**src/rtl/fetch_sequencer.sv**
```systemverilog
// Instruction-fetch front end: PC sequencing, fixed-latency RAM fetch,
// instruction register with valid/ready handoff, branch redirect and HALT stop.
module fetch_sequencer #(
   parameter int              PC_W      = 8,
   parameter int              INSTR_W   = 32,
   parameter int              FETCH_LAT = 1,
   parameter logic [PC_W-1:0] RESET_PC  = '0
) (
   input  logic               i_clk,
   input  logic               i_rst_n,
   input  logic               i_run,
   output logic [PC_W-1:0]    o_pc_counter,
   output logic               o_fetch_req,
   input  logic [INSTR_W-1:0] i_fetch_data,
   output logic [INSTR_W-1:0] o_instr,
   output logic               o_instr_valid,
   input  logic               i_instr_ready,
   input  logic               i_branch_valid,
   input  logic [PC_W-1:0]    i_branch_target,
   output logic               o_halted,
   output logic [15:0]        o_fetch_count
);

   typedef enum logic [2:0] {
      S_IDLE,
      S_REQ,
      S_WAIT,
      S_HOLD,
      S_HALT
   } state_t;

   state_t             r_state;
   state_t             w_state_nxt;
   logic [PC_W-1:0]    r_pc;
   logic [PC_W-1:0]    w_pc_nxt;
   logic               r_req;
   logic               w_req_nxt;
   logic [INSTR_W-1:0] r_instr;
   logic [INSTR_W-1:0] w_instr_nxt;
   logic               r_valid;
   logic               w_valid_nxt;
   logic               r_halted;
   logic               w_halted_nxt;
   logic [2:0]         r_lat;
   logic [2:0]         w_lat_nxt;
   logic [15:0]        r_cnt;
   logic [15:0]        w_cnt_nxt;
   logic               w_hs;
   logic               w_is_halt;
   logic [15:0]        w_cnt_inc;

   assign w_hs      = r_valid & i_instr_ready;
   assign w_is_halt = (r_instr[27:24] == 4'hF);
   assign w_cnt_inc = (r_cnt == 16'hFFFF) ? r_cnt : r_cnt + 16'd1;

   always_ff @(posedge i_clk or negedge i_rst_n) begin
      if (!i_rst_n) r_state <= S_IDLE;
      else          r_state <= w_state_nxt;
   end

   always_comb begin
      w_state_nxt  = r_state;
      w_pc_nxt     = r_pc;
      w_req_nxt    = 1'b0;
      w_instr_nxt  = r_instr;
      w_valid_nxt  = r_valid;
      w_halted_nxt = r_halted;
      w_lat_nxt    = r_lat;
      w_cnt_nxt    = r_cnt;
      unique case (r_state)
         S_IDLE: begin
            if (i_run) begin
               w_state_nxt = S_REQ;
               w_req_nxt   = 1'b1;
            end
         end
         S_REQ: begin
            if (i_branch_valid) begin
               w_pc_nxt  = i_branch_target;
               w_req_nxt = 1'b1;
            end else begin
               w_lat_nxt   = 3'(FETCH_LAT);
               w_state_nxt = S_WAIT;
            end
         end
         S_WAIT: begin
            if (i_branch_valid) begin
               w_pc_nxt    = i_branch_target;
               w_req_nxt   = 1'b1;
               w_lat_nxt   = 3'd0;
               w_state_nxt = S_REQ;
            end else if (r_lat == 3'd1) begin
               w_instr_nxt = i_fetch_data;
               w_valid_nxt = 1'b1;
               w_lat_nxt   = 3'd0;
               w_state_nxt = S_HOLD;
            end else begin
               w_lat_nxt = r_lat - 3'd1;
            end
         end
         S_HOLD: begin
            if (w_hs) begin
               w_cnt_nxt   = w_cnt_inc;
               w_valid_nxt = 1'b0;
               // HALT outranks a same-cycle branch
               if (w_is_halt) begin
                  w_halted_nxt = 1'b1;
                  w_state_nxt  = S_HALT;
               end else begin
                  w_pc_nxt    = i_branch_valid ? i_branch_target
                                               : r_pc + 1'b1;
                  w_req_nxt   = 1'b1;
                  w_state_nxt = S_REQ;
               end
            end else if (i_branch_valid) begin
               w_valid_nxt = 1'b0;
               w_pc_nxt    = i_branch_target;
               w_req_nxt   = 1'b1;
               w_state_nxt = S_REQ;
            end
         end
         S_HALT: begin
            w_state_nxt = S_HALT;
         end
         default: begin
            w_state_nxt = S_IDLE;
         end
      endcase
   end

   always_ff @(posedge i_clk or negedge i_rst_n) begin
      if (!i_rst_n) begin
         r_pc     <= RESET_PC;
         r_req    <= 1'b0;
         r_instr  <= '0;
         r_valid  <= 1'b0;
         r_halted <= 1'b0;
         r_lat    <= 3'd0;
         r_cnt    <= 16'd0;
      end else begin
         r_pc     <= w_pc_nxt;
         r_req    <= w_req_nxt;
         r_instr  <= w_instr_nxt;
         r_valid  <= w_valid_nxt;
         r_halted <= w_halted_nxt;
         r_lat    <= w_lat_nxt;
         r_cnt    <= w_cnt_nxt;
      end
   end

   assign o_pc_counter  = r_pc;
   assign o_fetch_req   = r_req;
   assign o_instr       = r_instr;
   assign o_instr_valid = r_valid;
   assign o_halted      = r_halted;
   assign o_fetch_count = r_cnt;

endmodule

```
**config.mk**
```make
export PLATFORM = sky130hd
export DESIGN_NAME = fetch_sequencer
export DESIGN_NICKNAME = d
export VERILOG_FILES = /design/src/rtl/fetch_sequencer.sv
export SDC_FILE = /design/constraint.sdc
export NUM_CORES = 1
export LEC_CHECK = 0
export CAP_MARGIN = 20
export CORE_MARGIN = 1.5
export CORE_UTILIZATION = 49
export DETAILED_ROUTE_END_ITERATION = 8
export GPL_TIMING_DRIVEN = 0
export PLACE_DENSITY = 0.84
export SLEW_MARGIN = 25
export SYNTH_ARGS = -nofsm -noshare
export SYNTH_HDL_FRONTEND = slang
export SYNTH_SLANG_ARGS = --single-unit
```
**constraint.sdc**
```tcl
create_clock -name i_clk -period 5.4 [get_ports i_clk]
set_input_delay 0.81 -clock i_clk [delete_from_list [all_inputs] [get_ports i_clk]]
set_output_delay 0.81 -clock i_clk [all_outputs]
set_load 0.1 [all_outputs]
```
Yosys cells after proc, flatten, opt, wreduce, memory -nomap -nowiden:

Index checks and enable logic that the tools add are counted.

* latch bits: 0
* bits in writable memories: 0
* memories: 0
* memory bits (read-only): 0
* register bits: 65
* input bits: 45
* logic and storage cells: 67

* add/sub/neg operators: 3
* $lt $le $gt $ge: 0
* shift operators: 0
* div/mod/pow operators: 0
* eq/ne operators: 14
* bitwise gates (word level): 3
* mux-type cells: 27
* multipliers: 0
* reduce and logical (&&, ||, !) cells: 12

Operator list (count)
* 8-bit 2-to-1 mux: 4
* 3-bit 2-to-1 mux: 10
* 16-bit by 1-bit adder with 16-bit output, second input constant: 1
* 16-bit equality test, second input constant: 1
* 8-bit case mux with 2 select lines: 1
* 3-bit case mux with 5 select lines: 1
* 3-bit inequality test, second input constant: 3
* 3-bit AND reduction: 3
* 8-bit by 1-bit adder with 8-bit output, second input constant: 1
* 1-bit 2-to-1 mux: 8
* 2-bit inequality test, second input constant: 4
* 4-bit AND reduction: 2
* 3-bit by 1-bit equality test with 1-bit output, second input constant: 2
* 3-bit by 2-bit equality test with 1-bit output, second input constant: 2
* 3-bit case mux with 2 select lines: 1
* 2-bit nonzero test: 3
* 4-bit equality test, second input constant: 1
* 2-bit AND reduction: 2
* 3-bit equality test, second input constant: 1
* 3-bit logical NOT: 1
* 1-bit case mux with 3 select lines: 1
* 3-bit by 1-bit subtractor with 3-bit output, second input constant: 1
* 1-bit NOT: 2
* 1-bit case mux with 2 select lines: 1
* 2 further kinds: 2

Depth between registers and ports, before layout:

* depth in word-level cells: 5
* gate-level depth with buffers: 7

Least setup slack after synthesis:

OpenSTA, ideal clock, no wires.

* path kind: register to register
* from: register r_cnt[0], in the netlist o_fetch_count[0]
* to: register r_cnt[1], in the netlist o_fetch_count[1]
* cell stages (with the launch flop): 6
* period minus slack after synthesis: 2559 ps
* buffers on the path: 0
* setup slack: 2841 ps
* library setup time: 128 ps
* arrival: 2431 ps
* data required time: 5272 ps
* cells stage by stage: dfrtp_1 -> ha_1 -> nand3_1 -> or4_4 -> o21ai_2 -> mux2_1

* longest elaborated chain between the ends: 3
* elaborated cells on any way between the ends: 4
* those cells by class: add/sub: 1; eq/ne: 1; bitwise: 1; reduce/logical: 1

RTL lines
* from (decl): RTL line 46 `logic [15:0] r_cnt;`
* from (signal assigned): RTL line 147 `r_cnt <= w_cnt_nxt;`
* parallel branches: the longest is 3 deep, another holds 16-bit by 1-bit adder with 16-bit output

Parallel ways; which one is timed is not known.
A chain may end at the register's enable or synchronous reset.

Worst setup path in the final report:

* from: register r_cnt[4], in the netlist o_fetch_count[4]
* to: output port o_fetch_count[4]

RTL lines
* to (decl): RTL line 21 `output logic [15:0] o_fetch_count`

No word-level cell between the ends.

==> reports/qor.csv <==
stage,metric,value,unit
status,run status,"complete, no violations",
route,total wire length,7670,um
route,DR pass1 iterations,4,
sta,fin crit period,2.83,ns
cells_and_area,Reg area,0.00163,mm2
logic_synthesis,Post-synth EDFFs,0,
clock_tree,clk buf depth,2,
sta,setup total negative slack,0,ns
logic_synthesis,Synth Cell Area,0.00314,mm2
floorplan,starting density of the core,0.501,
logic_synthesis,top_reg_cell synth,dfrtp_1,
sta,Final Max Slew Viols,0,
placed_design,placed cell count,458,
clock_tree,CTS tree,yes,
cells_and_area,final non-filler cell total,474,
logic_synthesis,sequential fraction of the synthesis area,0.517,
critical_path,CP Max Fanout,8,
sta,highest clock rate,353,MHz
global_routing,first-pass GRT wire length,13000,um
logic_synthesis,Mapped Cells,277,
clock_tree,Clock transition at path regs,0.08,ns
critical_path,"delay-heaviest family, CP",buffers and inverters,
sta,worst-margin pin slew,1.01,ns
critical_path,Critical path buffers and inverters,1,
logic_synthesis,asr flop ratio synth,1.00,
global_routing,global-route usage over all layers,0.234,
route,wire length per cell,16.2,um
cells_and_area,Antenna diodes,0,
hold_path,Hold Path Class,input pin to async pin,
critical_path,Crit path arrival time,2.02,ns
clock_tree,"Clk Latency, worst-skew pair",0.34,ns
critical_path,Critical Path Max Stage Delay,1.19,ns
placed_design,DP Wirelength,5590,um
global_routing,vias in the first global route,2802,
logic_synthesis,Seq cells post-synth,65,
cells_and_area,share of cells above drive strength 1,0.171,
logic_synthesis,yosys warns,0,
clock_tree,CTS root buf,clkbuf_8,
cells_and_area,final net count,441,
sta,RSZ-0062 raised after global routing,no,
floorplan,die height,83.1,um
sta,fin crit share,0.524,
route,DRC viols,0,
clock_tree,H-tree levels,3,
logic_synthesis,Syn Nets,326,
cells_and_area,Multi-input gate area,0.00140,mm2
floorplan,Die Area,0.00691,mm2
clock_tree,CTS buffer count,9,
critical_path,Worst Setup End Kind,primary output,
sta,Fin. Hold Viols,0,
sta,Setup Skew,0.00833,ns
critical_path,WS Path Type,flop to primary output,
route,DRT antenna net count,0,
global_routing,largest net degree at the start of global routing,37,
global_routing,grt ovf,0,
floorplan,I/O pins,104,
cells_and_area,Layout fillers,484,
clock_tree,Post-CTS Setup Inserts,0,
clock_tree,clk sink count,65,
floorplan,Core Region,0.00628,mm2
placed_design,PortBufs,103,
critical_path,crit path launch type,flop,
global_routing,initial antenna violation count,0,
floorplan,Die W,83.1,um
sta,Relative slew margins,0.327,
floorplan,row cnt,29,
critical_path,CP required,4.59,ns
clock_tree,"Hold-fix buffers, CTS",0,
cells_and_area,Area Growth Syn to Fin,42.1,%
flow_run,total of max-cap violations,0,
sta,final setup violation count,0,
route,via count,2694,
critical_path,Crit-path slowest cell,clkdlybuf4s50_1,
route,violation count after the first detailed-routing iteration,181,
critical_path,cells along the critical path,clkdlybuf4s50_1,
placed_design,Routability Congestion,0.839,
logic_synthesis,"Avg Cell Area, Syn",11.4,um2
logic_synthesis,Yosys cell types,53,
clock_tree,# resized after CTS,0,
route,Via density,5.68,
metal layers:
metal,GRT usage,routed length (um),up-vias,part of all wire
li1,-,-,1253,-
met1,0.278,3100,1298,0.40
met2,0.376,3630,132,0.47
met3,0.100,826,11,0.11
met4,0.0909,115,0,0.015
met5,0,0,-,0
sequential cells by signal, summed over array words and instances, names as in the netlist:
register / flops
o_fetch_count: 16
o_fetch_req: 1
o_halted: 1
o_instr: 32
o_instr_valid: 1
o_pc_counter: 8
r_lat: 3
r_state: 3
metrics by stage:
step / hold WS, ns / utilization / setup slack (ns) / area, um2
after CTS: 0.397 / 0.712 / 2.57 / 4470
after detailed placement: 0.443 / 0.683 / 2.69 / 4290
after global placement: 0.438 / 0.680 / 1.38 / 4270
after floorplan: 0.496 / - / 2.84 / 3140
after global routing: 0.405 / 0.712 / 2.51 / 4470
final: 0.387 / 0.712 / 2.57 / 4470
kinds of logic (layout without fill, tap and decap cells):
| group | after synthesis | count (layout) | share of synthesized area |
|---|---|---|---|
| XOR/XNOR | 10 | 10 | 0.0279 |
| adder cells (fa/ha/maj) | 4 | 4 | 0.0159 |
| flip-flops | 65 | 65 | 0.517 |
| AO/OA/AOI/OAI | 54 | 54 | 0.121 |
| AND/OR/NAND/NOR | 83 | 83 | 0.159 |
| buffers and inverters | 27 | 147 | 0.0378 |
| multiplexers | 34 | 34 | 0.122 |
cell usage after synthesis (all sizes together) (5+ instances only):
master  number  area [um2]
dfrtp       65        1630
mux2        34         383
nand2       18        67.6
o21ai       12        63.8
a21oi       11        55.1
inv         11        41.3
nand3       11        55.1
buf          9        50.0
nand4        9        68.8
xnor2        9        78.8
and3         7        43.8
clkbuf       7        27.5
nor2         7        26.3
and4         6        52.6
nor4         6        43.8
nor3         5        25.0
cells in the final DEF, fill, tap and decap left out, types with 3 or more instances in the layout:
master	netlist	layout
mux2_2	33	33
clkbuf_8	0	9
nand3_1	11	11
clkbuf_1	6	6
nand4_1	7	7
o21ai_1	3	3
nand2_1	18	18
nor4_1	5	5
clkdlybuf4s50_1	0	102
o22ai_1	3	3
and4_1	6	6
nor2_1	7	7
buf_2	7	7
o211ai_1	3	3
xnor2_1	9	9
o21ai_0	8	8
clkinvlp_4	0	3
a22o_1	4	4
inv_1	11	11
a211o_1	4	4
and3_1	7	7
a21oi_1	11	11
dfrtp_1	65	65
o21a_1	3	3
nor3_1	5	5
ha_1	4	4
final timing paths:
| check | startpoint | endpoint | slack (ns) | cells after the start |
|---|---|---|---|---|
| min in group i_clk | o_halted | o_halted | 0.46 | 1 |
| min | i_rst_n | o_fetch_count[9] | 0.39 | 1 |
| max in group asynchronous | i_rst_n | o_pc_counter[5] | 4.49 | 2 |
| max | o_fetch_count[4] | o_fetch_count[4] | 2.57 | 1 |
| max reg2reg | o_fetch_count[0] | o_fetch_count[1] | 3.42 | 5 |
| min reg2reg | o_halted | o_halted | 0.46 | 1 |
final cells by class:
class | instances | area share
sequential | 65 | 0.364
multi-input combinational | 185 | 0.313
timing repair buffer | 104 | 0.235
clock buffer | 9 | 0.0277
tap | 77 | 0.0216
buffer | 16 | 0.0174
clock inverter | 7 | 0.0120
inverter | 11 | 0.00924
Power is not shown: default switching activity piles up to over one toggle a cycle in this logic, so the estimate is an artifact.
